[config.mk]
export PLATFORM = sky130hd
export DESIGN_NAME = uart_tx_arbiter
export DESIGN_NICKNAME = d
export VERILOG_FILES = /design/src/rtl/uart_pkg.sv /design/src/rtl/rr_arbiter.sv /design/src/rtl/uart_tx_arbiter.sv
export SDC_FILE = /design/constraint.sdc
export NUM_CORES = 1
export LEC_CHECK = 0
export CORE_ASPECT_RATIO = 1.25
export CORE_MARGIN = 4
export CORE_UTILIZATION = 41
export DETAILED_ROUTE_END_ITERATION = 8
export GPL_ROUTABILITY_DRIVEN = 0
export HOLD_SLACK_MARGIN = 0.02
export PLACE_DENSITY = 0.77
export SLEW_MARGIN = 20
export SYNTH_ARGS = -nofsm -noshare
export SYNTH_HDL_FRONTEND = slang
export SYNTH_SLANG_ARGS = --single-unit
[constraint.sdc]
create_clock -name CLK -period 2.17 [get_ports CLK]
set_input_delay 0.434 -clock CLK [delete_from_list [all_inputs] [get_ports CLK]]
set_output_delay 0.434 -clock CLK [all_outputs]
set_load 0.02 [all_outputs]
[src/rtl/uart_pkg.sv]
// Shared UART constants and the transmit-arbiter state type.
package uart_pkg;

  localparam int UART_DATA_W       = 8;
  localparam int UART_FRAME_CYCLES = 10;

  typedef enum logic [1:0] {
    IDLE   = 2'd0,
    LAUNCH = 2'd1,
    WAIT   = 2'd2
  } arb_state_t;

endpackage

[src/rtl/rr_arbiter.sv]
// Combinational round-robin arbiter: search starts at ptr+1 and wraps; optional
// strict priority for request 0 when prio0 is high.
module rr_arbiter #(
  parameter  int NUM_REQ = 4,
  localparam int ID_W    = $clog2(NUM_REQ)
) (
  input  logic [NUM_REQ-1:0] req,
  input  logic [ID_W-1:0]    ptr,
  input  logic               prio0,
  output logic [NUM_REQ-1:0] grant,
  output logic [ID_W-1:0]    grant_idx
);

  logic            found;
  logic [ID_W-1:0] cand;

  always_comb begin
    grant     = '0;
    grant_idx = '0;
    found     = 1'b0;
    cand      = '0;
    if (prio0 && req[0]) begin
      found = 1'b1;
    end else begin
      for (int unsigned i = 1; i <= NUM_REQ; i++) begin
        cand = ID_W'((32'(ptr) + i) % NUM_REQ);
        if (!found && req[cand]) begin
          found     = 1'b1;
          grant_idx = cand;
        end
      end
    end
    if (found) grant[grant_idx] = 1'b1;
  end

endmodule

[src/rtl/uart_tx_arbiter.sv]
// Round-robin front end sharing one UART transmitter between NUM_REQ requesters.
// Optional: define UART_TX_ARB_PRIO0_EN to make requester 0 strict high priority.
module uart_tx_arbiter
  import uart_pkg::*;
#(
  parameter  int NUM_REQ      = 4,
  parameter  int DATA_W       = UART_DATA_W,
  parameter  int FRAME_CYCLES = UART_FRAME_CYCLES,
  localparam int ID_W         = $clog2(NUM_REQ)
) (
  input  logic                      CLK,
  input  logic                      RESET,
  input  logic [NUM_REQ-1:0]        req_valid,
  input  logic [NUM_REQ*DATA_W-1:0] req_data,
  output logic [NUM_REQ-1:0]        req_ready,
  output logic                      tx_valid,
  output logic [DATA_W-1:0]         tx_data,
  output logic                      busy,
  output logic [ID_W-1:0]           grant_id
);

  localparam int              CNT_W    = $clog2(FRAME_CYCLES);
  localparam logic [CNT_W-1:0] CNT_LAST = CNT_W'(FRAME_CYCLES - 2);
  localparam logic [ID_W-1:0]  PTR_INIT = ID_W'(NUM_REQ - 1);

  arb_state_t           state, state_nxt;
  logic [CNT_W-1:0]     cnt;
  logic [ID_W-1:0]      rr_ptr;
  logic [ID_W-1:0]      win_idx;
  logic [NUM_REQ-1:0]   win_grant;
  logic                 win_open;
  logic                 accept;
  logic                 prio0;

`ifdef UART_TX_ARB_PRIO0_EN
  assign prio0 = 1'b1;
`else
  assign prio0 = 1'b0;
`endif

  rr_arbiter #(
    .NUM_REQ (NUM_REQ)
  ) u_rr (
    .req       (req_valid),
    .ptr       (rr_ptr),
    .prio0     (prio0),
    .grant     (win_grant),
    .grant_idx (win_idx)
  );

  // The window reopens one cycle before the frame ends so the next LAUNCH
  // lands exactly FRAME_CYCLES after the previous one.
  always_comb begin
    win_open  = (state == IDLE) || ((state == WAIT) && (cnt == CNT_LAST));
    accept    = win_open && (|win_grant);
    req_ready = (win_open && !RESET) ? win_grant : '0;
    tx_valid  = (state == LAUNCH);
    busy      = (state != IDLE);

    state_nxt = state;
    case (state)
      IDLE:    if (accept) state_nxt = LAUNCH;
      LAUNCH:  state_nxt = WAIT;
      WAIT:    if (cnt == CNT_LAST) state_nxt = accept ? LAUNCH : IDLE;
      default: state_nxt = IDLE;
    endcase
  end

  always_ff @(posedge CLK or posedge RESET) begin
    if (RESET) state <= IDLE;
    else       state <= state_nxt;
  end

  always_ff @(posedge CLK or posedge RESET) begin
    if (RESET) begin
      cnt      <= '0;
      tx_data  <= '0;
      grant_id <= '0;
      rr_ptr   <= PTR_INIT;
    end else begin
      if (state == LAUNCH)    cnt <= '0;
      else if (state == WAIT) cnt <= cnt + 1'b1;

      if (accept) begin
        tx_data  <= req_data[win_idx*DATA_W +: DATA_W];
        grant_id <= win_idx;
`ifdef UART_TX_ARB_PRIO0_EN
        // Priority grants to requester 0 leave the rotation among the rest intact.
        if (win_idx != '0) rr_ptr <= win_idx;
`else
        rr_ptr   <= win_idx;
`endif
      end
    end
  end

endmodule

==> results of run 1 <==
==> worst min-delay path: cells and delay by family (launching register included) <==
family	cells	cell delay [ns]
AOI/OAI and AO/OA	1	0.06
DFF	1	0.36
and+or+nand+nor	1	0.05
==> layer usage <==
layer	wire, um	part of all wire, %	vias up
met4	65	1.8	0
met2	2010	54	36
li1	-	-	607
met5	0	0	-
met1	1450	39	612
met3	192	5.2	7
==> cells in the mapped netlist <==
| library cell | count | share of area (%) |
|---|---|---|
| nand2_1 | 15 | 4.9 |
| a21oi_1 | 2 | 0.87 |
| nor4_2 | 1 | 1.1 |
| nand2b_1 | 1 | 0.54 |
| o22ai_1 | 1 | 0.54 |
| nor4_1 | 2 | 1.1 |
| o32ai_1 | 1 | 0.76 |
| o31ai_1 | 1 | 0.65 |
| nand3_1 | 3 | 1.3 |
| nor2_1 | 3 | 0.98 |
| nand3b_1 | 1 | 0.65 |
| o221ai_1 | 9 | 6.8 |
| dfrtp_1 | 16 | 35 |
| or2_1 | 1 | 0.54 |
| a211oi_1 | 1 | 0.65 |
| a22oi_1 | 1 | 0.65 |
| nor2b_1 | 1 | 0.54 |
| o21ai_1 | 4 | 1.7 |
| dfstp_2 | 2 | 4.6 |
| ha_1 | 6 | 6.5 |
| o21a_1 | 3 | 2.0 |
| buf_6 | 2 | 2.0 |
| and4b_1 | 1 | 0.87 |
| a211o_2 | 1 | 0.87 |
| o21ai_0 | 3 | 1.3 |
| and4_1 | 2 | 1.5 |
| inv_1 | 11 | 3.6 |
| buf_2 | 2 | 0.87 |
| a31oi_1 | 1 | 0.54 |
| mux2i_1 | 18 | 16 |
| o221a_2 | 1 | 0.98 |
==> flip-flops by register name (all words and copies together), names as in the netlist <==
| name | flops |
|---|---|
| tx_data | 8 |
| cnt | 4 |
| grant_id | 2 |
| rr_ptr | 2 |
| state | 2 |
==> layout by cell type, fill, tap and decap left out, types with 2 or more instances in the layout <==
master | Yosys | final
clkdlybuf4s50_1 | 0 | 43
buf_4 | 0 | 31
mux2i_1 | 18 | 17
dfrtp_1 | 16 | 16
nand2_1 | 15 | 14
o221ai_1 | 9 | 8
inv_1 | 11 | 7
o21ai_1 | 4 | 4
inv_2 | 0 | 4
dlygate4sd2_1 | 0 | 4
buf_6 | 2 | 4
o21a_1 | 3 | 3
nand3_1 | 3 | 3
o21ai_0 | 3 | 3
ha_1 | 6 | 3
clkbuf_4 | 0 | 3
nor4_2 | 1 | 2
nor2_1 | 3 | 2
and4_1 | 2 | 2
ha_4 | 0 | 2
dfstp_2 | 2 | 2
==> worst paths after layout <==
kind | to | start | slack [ns] | depth (start not counted)
worst min register to register | tx_data[7] | tx_data[7] | 0.50 | 2
worst max register to register | tx_data[2] | rr_ptr[1] | 0.18 | 8
min in group asynchronous | tx_data[7] | RESET | 0.65 | 3
worst max-delay path | req_ready[0] | rr_ptr[1] | -0.14 | 5
max in group asynchronous | rr_ptr[1] | RESET | 1.26 | 3
worst min-delay path | tx_data[7] | tx_data[7] | 0.50 | 2
==> area by class of cell <==
| cell class | instances | share of cell area (%) |
|---|---|---|
| Timing Repair Buffer | 85 | 37.5 |
| Clock buffer | 4 | 1.73 |
| Inverter | 11 | 1.97 |
| Tap cell | 34 | 2.03 |
| Sequential cell | 18 | 21.6 |
| Multi-Input combinational cell | 84 | 35.1 |
==> per-stage QoR <==
step	total power, W	std cells	TNS [ns]	setup WS, ns
floorplan	0.00153	117	-0.384	-0.192
global placement	0.00221	223	-2.71	-0.678
detailed placement	0.00227	223	-3.18	-0.756
CTS	0.00260	233	-0.298	-0.119
global route	0.00293	236	-0.709	-0.212
finish	0.00272	236	-0.410	-0.143
==> kinds of logic (layout without fill, tap and decap cells) <==
logic type	after synthesis	after routing	share of synthesized area, %
adder cells (fa/ha/maj)	6	6	6.50
flip-flops	18	18	39.2
AO/OA/AOI/OAI	29	29	18.3
AND/OR/NAND/NOR	31	31	14.0
multiplexers	18	18	15.6
buffers and inverters	15	100	6.39
==> report_power, final <==
| part | internal, W | total, W | switching [W] |
|---|---|---|---|
| Clock | 0.000103 | 0.000216 | 0.000113 |
| Combinational | 0.000978 | 0.00187 | 0.000889 |
| Sequential | 0.000520 | 0.000639 | 0.000119 |
| Total | 0.00160 | 0.00272 | 0.00112 |
==> repair_timing <==
action	in CTS	in global routing
endpoints found under the setup margin	6	5
pin swaps	11	7
gates resized for setup	45	14
buffers inserted	6	3
==> impl_metrics.csv, run 1 <==
group,metric,value,unit
clock_network,cts_buffers,3,
setup_path,worst_path_dominant_cell_family,"flip-flops",
grt,grt_pass1_vias,1329,
placement,numPortBuffers,53,
timing,holdWs,0.499,ns
cells_and_area,utilization,78.1,%
logic_synthesis,avgSynthCellArea,9.87,sq um
floorplan,io_pins,54,
logic_synthesis,synth_warnings,0,
grt,grt-ovfl-total,0,
clock_network,postCtsHoldBufs,0,
setup_path,worstPathMaxFanout,5,
setup_path,slowest_stage,"dfstp_2",
grt,grt_use_met2,38.2,%
cells_and_area,regArea,453,sq um
timing,finalSetupViolations,4,
timing,rsz0062_at_grt,"true",
floorplan,fp.dieW,55.5,um
timing,drv_slew,0,
pwr,irDropWorstVdd,0.00103,V
floorplan,rows,21,
clock_network,cts.sinks,18,
setup_path,cp.required,1.74,ns
timing,finalClockSkew,0.00270,ns
floorplan,core,2680,sq um
setup_path,crit_path_end_kind,"primary output",
timing,fmax,432,MHz
cells_and_area,antennaDiodeCount,0,
setup_path,worstSetupStartpointType,"register",
logic_synthesis,syn_area,1150,sq um
detailed_routing,avgRoutedWirePerCell,15.7,um
grt,use_met1,21.8,%
setup_path,path_cells,"mux2i_4 -> o221a_4 -> buf_6 -> and4_1 -> buf_6",
timing,finalHoldViolations,0,
clock_network,clk_pin_slew_worst_paths,0.10,ns
cells_and_area,drive_gt1_share,31.2,%
pwr,power_density,1300,nW/um^2
cells_and_area,multi_input_area,736,sq um
timing,fin_crit_sh,107,%
detailed_routing,drcViolationCount,0,
timing,worst_pin_slew,0.366,ns
grt,grt.busiest_layer,"met2",
timing,relSlewSlack,75.6,%
grt,grtUsageTotal,20.2,%
cells_and_area,nets,247,
clock_network,cts_max_level,1,
floorplan,die_h,67.3,um
grt,antenna_found_initial,0,
detailed_routing,via_per_inst,5.35,
grt,grt_util_met3,4.78,%
cells_and_area,fin_area,2090,sq um
logic_synthesis,synth_cells,117,
detailed_routing,num_vias,1262,
pwr,power.leakage,0.953,nW
setup_path,critPathKind,"register to primary output",
hold_path,min_path_type,"register to register",
logic_synthesis,syn_nets,161,
detailed_routing,ant_nets,0,
outcome,violations,"negative setup slack",
run,maxCapViolCount,0,
detailed_routing,routed_wl,3.71,mm
placement,post-dp-hpwl,2.67,mm
logic_synthesis,synthDistinctLibCells,31,
clock_network,clk_path_buf_depth,2,
floorplan,start_util,43.1,%
clock_network,root_buffer,"clkbuf_4",
timing,min_period,2.31,ns
setup_path,critPathBufInv,2,
cells_and_area,syn_to_final_growth,81.3,%
timing,setup_ws,-0.143,ns
setup_path,crit_path_frequent_cell,"buf_6",
logic_synthesis,synth_seq_area_share,39.2,%
setup_path,cpPeakStageDelay,0.64,ns
detailed_routing,first_pass_iters,5,
clock_network,cts_tree,"built",
cells_and_area,fill_cells,189,
setup_path,cp.arrival,1.88,ns
grt,grt_max_degree,19,
grt,grt_pass1_wl,6.02,mm
detailed_routing,drtIter0Drc,36,
clock_network,clock_latency,0.31,ns
outcome,status,"complete, but fails checks",
placement,place_area,1880,sq um
floorplan,dieArea,3740,sq um
logic_synthesis,synth_seq_cells,18,
No activity file was read; power rests on OpenSTA's default activity.
==> run 2, diff against run 1 <==
Settings changed: SLEW_MARGIN 20 to default.
==> results of run 2 <==
Same layout as run 1: the final DEF is identical, and so are final timing and power.
